### src/rtl/puzzle_pkg.sv
// rtl/puzzle_pkg.sv - shared geometry, types and FSM states for the puzzle tile reader
package puzzle_pkg;
    localparam int DATA_W    = 5;
    localparam int ADDR_W    = 6;
    localparam int GRID_W    = 8;
    localparam int GRID_H    = 8;
    localparam int TILE_W    = 32;
    localparam int TILE_H    = 30;
    localparam int SUB_W     = 5;
    localparam int NUM_TILES = GRID_W * GRID_H;
    localparam int GX_W      = $clog2(GRID_W);
    localparam int GY_W      = $clog2(GRID_H);

    typedef logic [DATA_W-1:0] tile_code_t;
    typedef logic [ADDR_W-1:0] tile_addr_t;
    typedef logic [SUB_W-1:0]  sub_t;

    typedef enum logic [1:0] {
        IDLE = 2'd0,
        SNAP = 2'd1,
        RUN  = 2'd2
    } rd_state_t;
endpackage

### src/rtl/puzzle_tile_reader_if.sv
// rtl/puzzle_tile_reader_if.sv - puzzle RAM read port plus tile stream to the pixel renderer
interface puzzle_tile_reader_if;
    import puzzle_pkg::*;

    logic       ram_re;
    tile_addr_t ram_raddr;
    tile_code_t ram_rdata;
    logic       tile_valid;
    tile_code_t tile_code;
    sub_t       sub_x;
    sub_t       sub_y;

    modport master (
        output ram_re,
        output ram_raddr,
        input  ram_rdata,
        output tile_valid,
        output tile_code,
        output sub_x,
        output sub_y
    );

    modport slave (
        input  ram_re,
        input  ram_raddr,
        output ram_rdata,
        input  tile_valid,
        input  tile_code,
        input  sub_x,
        input  sub_y
    );
endinterface

### src/rtl/puzzle_tile_reader_shadow_rf.sv
// rtl/puzzle_tile_reader_shadow_rf.sv - 64-entry tile code shadow, one write port, async read
module puzzle_shadow_rf
    import puzzle_pkg::*;
(
    input  logic       clock,
    input  logic       reset_n,
    input  logic       we,
    input  tile_addr_t waddr,
    input  tile_code_t wdata,
    input  tile_addr_t raddr,
    output tile_code_t rdata
);
    tile_code_t mem [NUM_TILES];

    always_ff @(posedge clock or negedge reset_n) begin
        if (!reset_n) begin
            for (int i = 0; i < NUM_TILES; i++) begin
                mem[i] <= '0;
            end
        end else if (we) begin
            mem[waddr] <= wdata;
        end
    end

    assign rdata = mem[raddr];
endmodule

### src/rtl/puzzle_tile_reader.sv
// rtl/puzzle_tile_reader.sv - frame-start tile snapshot and pixel-to-tile mapper
// TILE_GRID_EN: force tile_code to all ones on the first column/line of every tile.
module puzzle_tile_reader
    import puzzle_pkg::*;
(
    input  logic                        clock,
    input  logic                        reset_n,
    input  logic                        frame_start,
    input  logic                        line_start,
    input  logic                        pix_valid,
    output logic                        snap_busy,
    output logic                        err_overrun,
    puzzle_tile_reader_if.master        tile_bus
);
    localparam logic [ADDR_W:0] SNAP_LAST = (ADDR_W+1)'(NUM_TILES);
    localparam sub_t            COL_LAST  = SUB_W'(TILE_W - 1);
    localparam sub_t            ROW_LAST  = SUB_W'(TILE_H - 1);
    localparam logic [GX_W-1:0] TX_LAST   = GX_W'(GRID_W - 1);
    localparam logic [GY_W-1:0] TY_LAST   = GY_W'(GRID_H - 1);

    rd_state_t       state_q, state_d;
    logic [ADDR_W:0] snap_cnt_q, snap_cnt_d;

    logic [GX_W-1:0] tile_x_q;
    logic [GY_W-1:0] tile_y_q;
    sub_t            col_q, row_q;
    logic            first_line_q;

    tile_addr_t      rd_idx;
    tile_code_t      shadow_code;
    tile_code_t      px_code;
    sub_t            px_col, px_row;
    logic            shadow_we;
    tile_addr_t      shadow_waddr;

    logic            tile_valid_q;
    tile_code_t      tile_code_q;
    sub_t            sub_x_q, sub_y_q;

    always_ff @(posedge clock or negedge reset_n) begin
        if (!reset_n) begin
            state_q    <= IDLE;
            snap_cnt_q <= '0;
        end else begin
            state_q    <= state_d;
            snap_cnt_q <= snap_cnt_d;
        end
    end

    // Snapshot counter runs 0..64: reads issue on 0..63, the last write lands on 64.
    always_comb begin
        state_d    = state_q;
        snap_cnt_d = snap_cnt_q;
        unique case (state_q)
            IDLE, RUN: begin
                if (frame_start) begin
                    state_d    = SNAP;
                    snap_cnt_d = '0;
                end
            end
            SNAP: begin
                if (frame_start) begin
                    snap_cnt_d = '0;
                end else if (snap_cnt_q == SNAP_LAST) begin
                    state_d    = RUN;
                    snap_cnt_d = '0;
                end else begin
                    snap_cnt_d = snap_cnt_q + 1'b1;
                end
            end
            default: begin
                state_d    = IDLE;
                snap_cnt_d = '0;
            end
        endcase
    end

    assign snap_busy          = (state_q == SNAP);
    assign tile_bus.ram_re    = snap_busy && !snap_cnt_q[ADDR_W];
    assign tile_bus.ram_raddr = snap_cnt_q[ADDR_W-1:0];

    // Data for the address issued last cycle; low bits of 64 minus one wrap to 63.
    assign shadow_we    = snap_busy && (snap_cnt_q != '0);
    assign shadow_waddr = snap_cnt_q[ADDR_W-1:0] - 1'b1;

    puzzle_shadow_rf u_shadow (
        .clock   (clock),
        .reset_n (reset_n),
        .we      (shadow_we),
        .waddr   (shadow_waddr),
        .wdata   (tile_bus.ram_rdata),
        .raddr   (rd_idx),
        .rdata   (shadow_code)
    );

    always_ff @(posedge clock or negedge reset_n) begin
        if (!reset_n) begin
            tile_x_q     <= '0;
            tile_y_q     <= '0;
            col_q        <= '0;
            row_q        <= '0;
            first_line_q <= 1'b0;
        end else if (frame_start) begin
            tile_x_q     <= '0;
            tile_y_q     <= '0;
            col_q        <= '0;
            row_q        <= '0;
            first_line_q <= 1'b1;
        end else if (line_start) begin
            col_q    <= '0;
            tile_x_q <= '0;
            if (first_line_q) begin
                first_line_q <= 1'b0;
            end else if (row_q == ROW_LAST) begin
                row_q <= '0;
                if (tile_y_q != TY_LAST) begin
                    tile_y_q <= tile_y_q + 1'b1;
                end
            end else begin
                row_q <= row_q + 1'b1;
            end
        end else if (pix_valid) begin
            if (col_q == COL_LAST) begin
                col_q <= '0;
                if (tile_x_q != TX_LAST) begin
                    tile_x_q <= tile_x_q + 1'b1;
                end
            end else begin
                col_q <= col_q + 1'b1;
            end
        end
    end

    // A pixel arriving with frame_start sees the cleared counters.
    assign rd_idx = frame_start ? '0 : {tile_y_q, tile_x_q};
    assign px_col = frame_start ? '0 : col_q;
    assign px_row = frame_start ? '0 : row_q;

`ifdef TILE_GRID_EN
    assign px_code = ((px_col == '0) || (px_row == '0)) ? '1 : shadow_code;
`else
    assign px_code = shadow_code;
`endif

    always_ff @(posedge clock or negedge reset_n) begin
        if (!reset_n) begin
            tile_valid_q <= 1'b0;
            tile_code_q  <= '0;
            sub_x_q      <= '0;
            sub_y_q      <= '0;
            err_overrun  <= 1'b0;
        end else begin
            tile_valid_q <= pix_valid;
            if (pix_valid) begin
                tile_code_q <= px_code;
                sub_x_q     <= px_col;
                sub_y_q     <= px_row;
            end
            if (pix_valid && snap_busy) begin
                err_overrun <= 1'b1;
            end
        end
    end

    assign tile_bus.tile_valid = tile_valid_q;
    assign tile_bus.tile_code  = tile_code_q;
    assign tile_bus.sub_x      = sub_x_q;
    assign tile_bus.sub_y      = sub_y_q;
endmodule

### src/flat_wrapper.sv
// flat-port wrapper written by rule: the top's interface ports become plain ports
module puzzle_tile_reader_flat import puzzle_pkg::*;
  (clock, reset_n, frame_start, line_start, pix_valid, snap_busy, err_overrun, tile_bus_ram_re, tile_bus_ram_raddr, tile_bus_ram_rdata, tile_bus_tile_valid, tile_bus_tile_code, tile_bus_sub_x, tile_bus_sub_y);
  puzzle_tile_reader_if tile_bus_i ();
  input  logic clock;
  input  logic reset_n;
  input  logic frame_start;
  input  logic line_start;
  input  logic pix_valid;
  output logic snap_busy;
  output logic err_overrun;
  output wire logic [$bits(tile_bus_i.ram_re)-1:0] tile_bus_ram_re;
  output wire logic [$bits(tile_bus_i.ram_raddr)-1:0] tile_bus_ram_raddr;
  input wire logic [$bits(tile_bus_i.ram_rdata)-1:0] tile_bus_ram_rdata;
  output wire logic [$bits(tile_bus_i.tile_valid)-1:0] tile_bus_tile_valid;
  output wire logic [$bits(tile_bus_i.tile_code)-1:0] tile_bus_tile_code;
  output wire logic [$bits(tile_bus_i.sub_x)-1:0] tile_bus_sub_x;
  output wire logic [$bits(tile_bus_i.sub_y)-1:0] tile_bus_sub_y;
  assign tile_bus_ram_re = tile_bus_i.ram_re;
  assign tile_bus_ram_raddr = tile_bus_i.ram_raddr;
  assign tile_bus_i.ram_rdata = tile_bus_ram_rdata;
  assign tile_bus_tile_valid = tile_bus_i.tile_valid;
  assign tile_bus_tile_code = tile_bus_i.tile_code;
  assign tile_bus_sub_x = tile_bus_i.sub_x;
  assign tile_bus_sub_y = tile_bus_i.sub_y;
  puzzle_tile_reader u_core (.clock(clock), .reset_n(reset_n), .frame_start(frame_start), .line_start(line_start), .pix_valid(pix_valid), .snap_busy(snap_busy), .err_overrun(err_overrun), .tile_bus(tile_bus_i));
endmodule
### config.mk
export PLATFORM = sky130hd
export DESIGN_NAME = puzzle_tile_reader_flat
export DESIGN_NICKNAME = d
export VERILOG_FILES = /design/src/rtl/puzzle_pkg.sv /design/src/rtl/puzzle_tile_reader_if.sv /design/src/rtl/puzzle_tile_reader_shadow_rf.sv /design/src/rtl/puzzle_tile_reader.sv /design/src/flat_wrapper.sv
export SDC_FILE = /design/constraint.sdc
export NUM_CORES = 1
export LEC_CHECK = 0
export ABC_CLOCK_PERIOD_IN_PS = 3800
export CAP_MARGIN = 20
export CORE_MARGIN = 3
export CORE_UTILIZATION = 52
export DETAILED_ROUTE_END_ITERATION = 6
export GPL_TIMING_DRIVEN = 0
export HOLD_SLACK_MARGIN = 0.1
export PLACE_DENSITY = 0.69
export SLEW_MARGIN = 20
export SYNTH_ARGS = -nofsm -noshare
export SYNTH_HDL_FRONTEND = slang
export SYNTH_SLANG_ARGS = --single-unit
### constraint.sdc
create_clock -name clock -period 3.8 [get_ports clock]
set_input_delay 0.76 -clock clock [delete_from_list [all_inputs] [get_ports clock]]
set_output_delay 0.76 -clock clock [all_outputs]
set_load 0.005 [all_outputs]
==> metrics.log, run 1 <==
[metrics] total design power: 10.23 mW
[metrics] number of nets in the finished design: 1537
[metrics] result of the run: finished, final reports clean
[metrics] Iteration-0 DRC Markers: 1256
[metrics] overflow left after global routing: 0
[metrics] ordered cell list for the critical path: clkdlybuf4s50_1, nand2b_1, clkbuf_1, nor2_1, a22o_1, or4_1, a221oi_1, o32ai_1
[metrics] via count of the first global-routing pass: 12860
[metrics] Setup crit end kind: flip-flop
[metrics] endpoint of the lowest-slack register-to-register path: u_core.u_shadow.mem[106]
[metrics] cells after synthesis: 1443
[metrics] number of different library cells in the post-synthesis netlist: 75
[metrics] depth of the CTS H-tree: 2
[metrics] num ports: 35
[metrics] leakage component of the power: 8.606 nW
[metrics] number of inserted diodes: 0
[metrics] total wire length: 52880 microns
[metrics] PwrDens: 509.6 nW/um^2
[metrics] startpoint types: input pin
[metrics] Final Setup Violations: 0
[metrics] initial antenna violation count: 2
[metrics] launch point of the worst reg-to-reg path: u_core.snap_cnt_q[0]
[metrics] Worst R2R Setup Slack: 200 ps
[metrics] share of final-layout standard cells stronger than drive strength 1: 0.3190
[metrics] maximum number of buffers from clock root to sink: 3
[metrics] number of DRC violations after detailed routing: 0
[metrics] highest clock frequency the design can meet: 274.5 MHz
[metrics] Worst Hold Slack: 224.1 ps
[metrics] wire per inst: 26.61 microns
[metrics] detailed placement HPWL: 37960 microns
[metrics] largest fanout on the critical path: 9
[metrics] clock root cell: sky130_fd_sc_hd__clkbuf_16
[metrics] first-pass iteration count of the detailed router: 5
[metrics] Tcrit/Tclk final: 0.9585
[metrics] core region area: 33700 sq um
[metrics] # fillers: 2809
[metrics] total number of yosys warnings: 0
[metrics] Synth-to-Final Area Change: 12.31%
[metrics] Layout Skew: 16.63 ps
[metrics] post-CTS clock slew at the launch and capture registers of the worst setup and hold paths: 60 ps
[metrics] number of synthesized register bits: 363
[metrics] via density per instance: 6.391
[metrics] Buf/Inv on CP: 2
[metrics] total CTS buffers: 40
[metrics] asr flop ratio synth: 1.000
[metrics] buffers inserted by post-CTS timing repair: 0
[metrics] normalized max-slew margin: 0.2445
[metrics] Via Count: 12700
[metrics] maximum vdd drop: 473.7 uV
[metrics] first-pass GRT wire length: 80180 microns
[metrics] start-to-end type of the worst setup path: input pin to flip-flop
[metrics] number of nets in the synthesized netlist: 1463
[metrics] TritonCTS clock tree: done
[metrics] primary flip-flop cell chosen by synthesis mapping: sky130_fd_sc_hd__dfrtp_1
[metrics] min Tclk post-route: 3642 ps
[metrics] post-synthesis instance area: 17870 sq um
[metrics] number of max-slew violations in the final report: 0
[metrics] depth of the worst register-to-register path: 9
[metrics] clk_lat worst skew: 540 ps
[metrics] Hold/Removal Path Class: input pin to asynchronous set/reset pin
[metrics] die extent in x: 191.4 microns
[metrics] full die area: 36640 sq um
[metrics] number of routed nets with antenna violations: 0
[metrics] count of flip-flops with a built-in enable after synthesis: 0
[metrics] pin count of the biggest net entering global routing: 98
[metrics] longest individual stage delay on the worst path: 660 ps
[metrics] reported max-cap violation count: 0
[metrics] TritonCTS Sinks: 363
[metrics] final weighted congestion in routability-driven placement: 1.014
[metrics] endpoint arrival time on the critical path: 4030 ps
[metrics] die boundary height: 191.4 microns
[metrics] Slew @ Worst Pin: 1133 ps
[metrics] average cell area after synthesis: 12.39 sq um
[metrics] PortBufs: 29
[metrics] # rows: 67
[metrics] CP max-delay cell: sky130_fd_sc_hd__clkdlybuf4s50_1
[metrics] number of hold violations in the final report: 0
[metrics] effective utilization at floorplan: 0.5304
[metrics] GRT Util Overall: 0.2937
[metrics] unrepaired setup endpoints after global routing: false
[metrics] family with the most delay on the worst path: buffers and inverters
[metrics] hold buffers post-CTS: 0
[metrics] data required time at the worst endpoint: 4190 ps
[metrics] proportion of synthesized chip area in sequential cells: 0.5082
## power breakdown
part | switching [mW] | internal [mW]
combinational | 0.795 | 0.831
sequential | 0.378 | 4.47
clock | 1.53 | 2.23
## state kept, by name, indices dropped and copies added, names as in the netlist
register and flops:
u_core.col_q 5, u_core.err_overrun 1, u_core.first_line_q 1, u_core.row_q 5
u_core.snap_cnt_q 7, u_core.state_q 2, u_core.tile_bus.sub_x 5, u_core.tile_bus.sub_y 5
u_core.tile_bus.tile_code 5, u_core.tile_bus.tile_valid 1, u_core.tile_x_q 3, u_core.tile_y_q 3
u_core.u_shadow.mem 320
## stage by stage
step                      setup slack (ps)  area (sq um)  cells  setup TNS (ps)  utilization
after floorplan                      998.5         17870   1443               0            -
after global routing                 49.98         20080   1987               0       0.5957
after detailed placement            -581.0         18810   1923           -6015       0.5583
after CTS                            125.9         20070   1987               0       0.5955
after global placement              -13710         18730   1920        -4970500       0.5557
final                                157.7         20080   1987               0       0.5957
## Yosys cell counts, drive strengths merged, types with 11 or more instances
cell type / count / share of area
clkbuf: 60 / 0.013
a22oi: 12 / 0.0050
nor3: 25 / 0.0076
nand3: 24 / 0.0070
inv: 21 / 0.0044
nor2: 71 / 0.017
nand2: 76 / 0.019
o22ai: 13 / 0.0049
nand3b: 11 / 0.0046
buf: 49 / 0.015
a211oi: 27 / 0.011
mux4: 13 / 0.016
dfrtp: 363 / 0.51
nand2b: 25 / 0.0089
a221oi: 14 / 0.0069
and3: 11 / 0.0039
mux2i: 68 / 0.038
a21oi: 36 / 0.010
mux2: 334 / 0.22
nor2b: 21 / 0.0074
o21ai: 55 / 0.016
## layout make-up
cell class | instances | area (sq um) | share of cell area
Sequential cell | 363 | 9084 | 0.4525
Buffer | 109 | 498.0 | 0.02481
Inverter | 22 | 82.58 | 0.004113
Tap cell | 448 | 560.5 | 0.02792
Clock inverter | 1 | 5.005 | 0.0002493
Clock buffer | 63 | 1249 | 0.06220
Timing Repair Buffer | 32 | 377.9 | 0.01882
Multi-Input combinational cell | 949 | 8219 | 0.4094
## repair_timing
action / 4_1_cts / 5_1_grt
gates resized for setup: 1 / 3
setup endpoints to repair: 2 / 6
pin swaps: 0 / 0
endpoints found under the hold margin: 0 / 0
## worst max-delay path by stage
stage,from,endpoint,slack [ps],cells past startpoint
final,frame_start,u_core.tile_bus.tile_code[1],160,8
after global placement,reset_n,u_core.u_shadow.mem[151],-13710,1
after detailed placement,frame_start,u_core.tile_bus.tile_code[1],-580,8
after global routing,u_core.snap_cnt_q[0],u_core.u_shadow.mem[100],50,9
after CTS,u_core.snap_cnt_q[0],u_core.u_shadow.mem[131],130,10
after floorplan,u_core.snap_cnt_q[0],u_core.u_shadow.mem[310],1000,10
## routing by layer
layer  global-route usage  part of all wire
met1               0.4057              0.43
met2               0.4615              0.45
met3              0.04878             0.076
met4               0.1245             0.045
met5                    0                 0
## logic make-up (layout without fill, tap and decap cells)
logic type      count (synthesis)  count (layout)  synth area share
flops                         363             363            0.5082
xor+xnor                        6               6          0.002940
simple gates                  285             285           0.08512
fa+ha+maj                      10              10          0.007000
compound gates                233             233           0.09219
mux                           415             415            0.2722
buf+inv                       131             227           0.03234
## placed cells by master (no fill, tap or decap), types with 28 or more instances in the layout
cell and count:
sky130_fd_sc_hd__clkbuf_1 66, sky130_fd_sc_hd__clkdlybuf4s50_1 28, sky130_fd_sc_hd__mux2i_1 68, sky130_fd_sc_hd__mux2_4 35
sky130_fd_sc_hd__a21oi_1 34, sky130_fd_sc_hd__nand2_1 68, sky130_fd_sc_hd__nor2_1 56, sky130_fd_sc_hd__clkbuf_16 41
sky130_fd_sc_hd__dfrtp_1 363, sky130_fd_sc_hd__mux2_2 293, sky130_fd_sc_hd__o21ai_0 53
No activity file was read; power rests on OpenSTA's default activity.
==> run 2, diff against run 1 <==
- CTS_CLUSTER_DIAMETER: unset -> 100
- SKIP_LAST_GASP: unset -> 1
==> results of run 2 <==
The final DEF is identical to that of run 1; final timing and power are the same.
